## src/rtl/id_stage_pipelined.sv

```systemverilog
// LEGv8 decode stage: register file, control decode, immediate generation,
// load-use / CBZ hazard detection, early branch resolution and the ID/EX register.
module id_stage_pipelined #(
  parameter int   DATA_W       = 64,
  parameter logic BYPASS       = 1'b1,
  parameter logic EARLY_BRANCH = 1'b1
) (
  input  logic              clk,
  input  logic              reset,
  input  logic              if_valid,
  input  logic [31:0]       if_instr,
  input  logic [DATA_W-1:0] if_pc,
  output logic              id_ready,
  input  logic              ex_stall,
  input  logic              exmem_regwrite,
  input  logic [4:0]        exmem_rd,
  input  logic              wb_en,
  input  logic [4:0]        wb_addr,
  input  logic [DATA_W-1:0] wb_data,
  output logic              idex_valid,
  output logic [8:0]        idex_ctrl,
  output logic [DATA_W-1:0] idex_rd1,
  output logic [DATA_W-1:0] idex_rd2,
  output logic [DATA_W-1:0] idex_imm,
  output logic [DATA_W-1:0] idex_pc,
  output logic [4:0]        idex_rn,
  output logic [4:0]        idex_rm,
  output logic [4:0]        idex_rd,
  output logic              branch_taken,
  output logic [DATA_W-1:0] branch_target,
  output logic              if_flush
);

  typedef struct packed {
    logic              valid;
    logic [8:0]        ctrl;
    logic [DATA_W-1:0] rd1;
    logic [DATA_W-1:0] rd2;
    logic [DATA_W-1:0] imm;
    logic [DATA_W-1:0] pc;
    logic [4:0]        rn;
    logic [4:0]        rm;
    logic [4:0]        rd;
  } idex_t;

  logic [DATA_W-1:0] rf_q [32];
  idex_t             idex_q, idex_d;

  logic [10:0]       opc;
  logic              is_r, is_ldur, is_stur, is_cbz, is_b, uses_rm;
  logic [4:0]        rn_addr, rm_addr, rd_addr;
  logic [DATA_W-1:0] rd1_data, rd2_data, imm;
  logic [8:0]        ctrl;
  logic              load_use, cbz_hazard, hazard;

  assign opc     = if_instr[31:21];
  assign is_r    = (opc == 11'b10001011000) || (opc == 11'b11001011000) ||
                   (opc == 11'b10001010000) || (opc == 11'b10101010000);
  assign is_ldur = (opc == 11'b11111000010);
  assign is_stur = (opc == 11'b11111000000);
  assign is_cbz  = (opc[10:3] == 8'b10110100);
  assign is_b    = (opc[10:5] == 6'b000101);
  assign uses_rm = is_r | is_stur | is_cbz;

  assign rn_addr = if_instr[9:5];
  assign rm_addr = if_instr[28] ? if_instr[4:0] : if_instr[20:16];
  assign rd_addr = if_instr[4:0];

  // X31 is hard zero; a same-cycle WB write is forwarded only when BYPASS is set
  assign rd1_data = (rn_addr == 5'd31) ? '0 :
                    (BYPASS && wb_en && (wb_addr == rn_addr)) ? wb_data : rf_q[rn_addr];
  assign rd2_data = (rm_addr == 5'd31) ? '0 :
                    (BYPASS && wb_en && (wb_addr == rm_addr)) ? wb_data : rf_q[rm_addr];

  always_comb begin
    ctrl = '0;
    imm  = '0;
    if (is_r) begin
      ctrl = 9'b1_0000_10_0_0;
    end else if (is_ldur) begin
      ctrl = 9'b1_1011_00_0_0;
      imm  = {{(DATA_W-9){if_instr[20]}}, if_instr[20:12]};
    end else if (is_stur) begin
      ctrl = 9'b0_0101_00_0_0;
      imm  = {{(DATA_W-9){if_instr[20]}}, if_instr[20:12]};
    end else if (is_cbz) begin
      ctrl = 9'b0_0000_01_1_0;
      imm  = {{(DATA_W-21){if_instr[23]}}, if_instr[23:5], 2'b00};
    end else if (is_b) begin
      ctrl = 9'b0_0000_00_0_1;
      imm  = {{(DATA_W-28){if_instr[25]}}, if_instr[25:0], 2'b00};
    end
  end

  assign load_use = if_valid && idex_q.valid && idex_q.ctrl[7] && (idex_q.rd != 5'd31) &&
                    ((!is_b && (idex_q.rd == rn_addr)) || (uses_rm && (idex_q.rd == rm_addr)));

  // CBZ compares in ID, so its operand must not still be in flight in EX or MEM
  assign cbz_hazard = EARLY_BRANCH && if_valid && is_cbz && (rm_addr != 5'd31) &&
                      ((idex_q.valid && idex_q.ctrl[8] && (idex_q.rd == rm_addr)) ||
                       (exmem_regwrite && (exmem_rd == rm_addr)));

  assign hazard        = load_use | cbz_hazard;
  assign id_ready      = !ex_stall && !hazard;
  assign branch_taken  = EARLY_BRANCH && if_valid && id_ready &&
                         (is_b || (is_cbz && (rd2_data == '0)));
  assign branch_target = if_pc + imm;
  assign if_flush      = branch_taken;

  always_comb begin
    idex_d = idex_q;
    if (ex_stall) begin
      idex_d = idex_q;
    end else if (hazard) begin
      idex_d = '0;
    end else begin
      idex_d.valid = if_valid;
      idex_d.ctrl  = ctrl;
      idex_d.rd1   = rd1_data;
      idex_d.rd2   = rd2_data;
      idex_d.imm   = imm;
      idex_d.pc    = if_pc;
      idex_d.rn    = rn_addr;
      idex_d.rm    = rm_addr;
      idex_d.rd    = rd_addr;
    end
  end

  always_ff @(posedge clk or negedge reset) begin
    if (!reset) begin
      idex_q <= '0;
    end else begin
      idex_q <= idex_d;
    end
  end

  always_ff @(posedge clk or negedge reset) begin
    if (!reset) begin
      for (int i = 0; i < 32; i++) rf_q[i] <= '0;
    end else if (wb_en && (wb_addr != 5'd31)) begin
      rf_q[wb_addr] <= wb_data;
    end
  end

  assign idex_valid = idex_q.valid;
  assign idex_ctrl  = idex_q.ctrl;
  assign idex_rd1   = idex_q.rd1;
  assign idex_rd2   = idex_q.rd2;
  assign idex_imm   = idex_q.imm;
  assign idex_pc    = idex_q.pc;
  assign idex_rn    = idex_q.rn;
  assign idex_rm    = idex_q.rm;
  assign idex_rd    = idex_q.rd;

endmodule

```

## config.mk

```make
export PLATFORM = sky130hd
export DESIGN_NAME = id_stage_pipelined
export DESIGN_NICKNAME = d
export VERILOG_FILES = /design/src/rtl/id_stage_pipelined.sv
export SDC_FILE = /design/constraint.sdc
export NUM_CORES = 2
export LEC_CHECK = 0
export BUFFER_PORTS_ARGS = -buffer_cell sky130_fd_sc_hd__buf_4
export CORE_ASPECT_RATIO = 2
export CORE_MARGIN = 3
export CORE_UTILIZATION = 30
export DETAILED_ROUTE_END_ITERATION = 6
export PLACE_DENSITY = 0.55
export SLEW_MARGIN = 20
export SYNTH_ARGS = -nofsm -noshare
export SYNTH_HDL_FRONTEND = slang
export SYNTH_SLANG_ARGS = --single-unit
```

## constraint.sdc

```tcl
create_clock -name clk -period 8.8 [get_ports clk]
set_clock_uncertainty 0.2 [all_clocks]
set_input_delay 0.88 -clock clk [delete_from_list [all_inputs] [get_ports clk]]
set_output_delay 0.88 -clock clk [all_outputs]
set_load 0.02 [all_outputs]
```

==> out/qor.txt <==
Largest net degree at the start of global routing: 158
CP Cell Sequence: buf_8 > mux2i_4 > nor2_4 > nand3_4 > and3_1 > nand4_1 > o211ai_1 > inv_6 > nand3_1 > or4_1 > or4_1 > o21ai_1 > buf_4 > buf_4
Critical path's slowest cell: or4_1
Post-CTS Setup Bufs: 0
Global route overflow: 0
Starting density of the core: 30.1%
Post-synth ARST share: 100%
WHS Endpoint: idex_pc[62]
Syn_nets: 10900
Layout cells sized above 1: 37.0%
Hpwl dp: 363000 µm
Pins over their slew limit: 0
Worst-path maximum fanout: 43
# fillers: 41600
RR Endpoint: idex_rd1[42]
Post-synth cell types: 86
Min Tclk post-route: 8.12 ns
Io pins: 524
Vias in the first global route: 99100
Synth area leader: dfrtp_1
Worst slew margin: 15.0%
RSZ-0062 raised after global routing: no
Switching Share: 32.0%
Root Driver: clkbuf_16
Layout Nets: 10800
Crit-path max cell delay: 0.77 ns
Hold path startpoint: if_pc[62]
Post-cts resize count: 0
Failing checks: DRC
Synth Instances: 10600
Pwr Density: 223 nW/µm²
Row count: 336
Core Footprint: 419000 µm²
Setup crit start kind: input pin
Post-synthesis sequential area ratio: 45.5%
Most frequent cells in the layout: 2290 x dfrtp_1, 1981 x mux2_2, 1094 x nand2_1
Vias per Instance: 6.13
Overall Global Routing Usage: 26.4%
Worst EP required: 7.72 ns
Reg2Reg Depth: 9
Int Pwr: 21.8 mW
Syn avg cell area: 11.9 µm²
Final wirelength: 583000 µm
Pleak: 61.6 nW
CTS tree: yes
CTS sink cnt: 2291
Clk_lat worst skew: 0.97 ns
WP data arrival: 7.04 ns
Final GP Congestion: 0.935
First-pass DRT Iterations: 7
Initial antenna violation count: 78
Layout area overhead: 14.0%
Mapped cell area: 126000 µm²
R2r setup slk: 4.88 ns
Clk pwr share: 31.9%
Worst hold stages: 2
Via count: 100000
EDFF count, synth: 0
Number of DRC markers in iteration 0: 11400
Max Cap Viol: 0
Combinational fraction of design power: 24.0%
Clock buffer depth: 4
Hold Path Class: input pin to flop
Post-Place Cell Area: 136000 µm²
Largest cells by area after synthesis: dfrtp_1 45%, mux2_2 18%, mux4_2 12%
Final setup vio count: 0
Routed Antenna Nets: 0
Worst Max-Slew Pin Slew: 1.27 ns
Status: finished with violations
Avg WL per Cell: 35.7 µm
Synth Register Bits: 2291
Horiz. Die Dim: 464 µm
Final Hold Fails: 0
Setup TNS: 0 ns
Worst slack, placed: 0.758 ns
Commonest non-fill, non-tap cell in the layout: dfrtp_1
Hold-fix buffer count after cts: 42
Area fraction of the dominant cell type after synthesis: 45.5%
Die height: 923 µm
Port Buf Inserts: 523
Crit end category: output pin
Clock Pin Slew Worst Setup and Hold Paths: 0.07 ns
Highest Clock Rate: 0.123 GHz
Number of buffers created by CTS: 212
Htree depth: 4
Critical path class: input pin to output pin
Switching power: 10.2 mW
Die ar.: 429000 µm²
Peak VDD IR: 0.000168 V
Register share of total power: 44.1%
Tcrit/Tclk final: 92.3%
First-pass GRT wire length: 808000 µm
Residual DRC: 1
Post-route cell area: 144000 µm²
Setup WS post-layout: 0.676 ns
Commonest register cell after synthesis: dfrtp_1
RR Startpoint: idex_rd[3]
Synth warn: 0
-- power by group through the flow --
stage	Combinational, mW	Clock, mW	Sequential [mW]
floorplan	4.75	0	13.8
global placement	7.50	0	14.2
detailed placement	7.61	0	14.3
CTS	7.64	10.4	14.1
global route	8.12	10.7	14.3
finish	7.68	10.2	14.1
-- synthesized netlist by cell type (16+ instances only) --
cell type and n:
buf_1 105, a22o_1 127, o21bai_1 16, a22oi_1 29, nor2b_1 19, a32oi_1 30
a31oi_1 74, inv_1 76, a311oi_1 46, a2bb2oi_1 30, nor2_1 261, a211oi_1 109
nor4_1 27, xnor2_1 55, nand4_1 44, o22ai_1 114, a21oi_1 588, clkbuf_1 835
a221oi_1 19, mux2i_1 207, dfrtp_1 2291, o2111ai_1 22, and3_1 54, o221ai_1 38
o211ai_1 98, nand2_1 1118, ha_1 63, buf_4 49, nor3_1 43, buf_2 183
mux4_2 698, nand2b_1 28, a2111oi_0 23, xor2_1 31, a21o_1 58, nand3_1 301
a221o_1 16, mux2_2 1984, o21ai_0 478
-- worst max path at each step --
| stage | from | cells after the start | slack (ns) | endpoint |
|---|---|---|---|---|
| floorplan | if_instr[28] | 22 | 1.68 | branch_target[63] |
| global route | if_instr[28] | 20 | 0.67 | branch_target[63] |
| CTS | if_instr[28] | 15 | 0.76 | branch_taken |
| global placement | if_instr[28] | 15 | 0.76 | branch_taken |
| detailed placement | if_instr[28] | 15 | 0.76 | branch_taken |
| finish | if_instr[28] | 14 | 0.68 | branch_taken |
-- kinds of logic (layout without fill, tap and decap cells) --
family	count (synthesis)	count (layout)	synth area share (%)
compound gates	2059	2059	10.5
flops	2291	2291	45.5
other cells	0	39	0
fa+ha+maj	64	64	0.641
mux	2892	2892	31.9
buf+inv	1262	1336	4.17
xor+xnor	86	86	0.597
simple gates	1974	1974	6.80
-- metal layers --
metal | routed length [µm] | track usage (%) | up-vias
li1 | - | - | 39400
met1 | 207000 | 30.6 | 52800
met2 | 270000 | 42.2 | 5962
met3 | 50800 | 5.84 | 1883
met4 | 55000 | 20.7 | 36
met5 | 209 | 0 | -
-- registers in the layout, indices dropped and copies added (netlist names) --
| signal | count |
|---|---|
| idex_pc | 64 |
| rf_q | 2048 |
| idex_rn | 5 |
| idex_valid | 1 |
| idex_rd | 5 |
| idex_imm | 28 |
| idex_ctrl | 7 |
| idex_rm | 5 |
| idex_rd2 | 64 |
| idex_rd1 | 64 |
-- worst max-delay path, delay by kind of cell --
kind            cells  cell delay (ns)
simple gates        7             3.83
buf+inv             4             1.16
compound gates      2             0.66
mux                 1             0.38
-- layout make-up --
| cell class | instances | area (µm²) | share of cell area (%) |
|---|---|---|---|
| Clock buffer | 302 | 6240 | 4.34 |
| Inverter | 77 | 294 | 0.205 |
| Clock inverter | 83 | 1110 | 0.776 |
| Timing Repair Buffer | 874 | 7560 | 5.26 |
| Antenna cell | 39 | 97.6 | 0.0679 |
| Tap cell | 5577 | 6980 | 4.86 |
| Sequential cell | 2291 | 57300 | 39.9 |
| Multi-Input combinational cell | 7075 | 64100 | 44.6 |
-- per-stage QoR --
stage          hold slack, ns  power [mW]  instances  util, %
2_1_floorplan           0.239        18.6      10600        -
3_3_place_gp            0.175        21.7      15800     32.4
3_5_place_dp            0.183        21.9      15900     32.4
4_1_cts               0.00228        32.1      16300     34.3
5_1_grt                0.0545        33.1      16300     34.3
6_report               0.0555        32.0      16300     34.3
(Power assumes the default switching activity.)
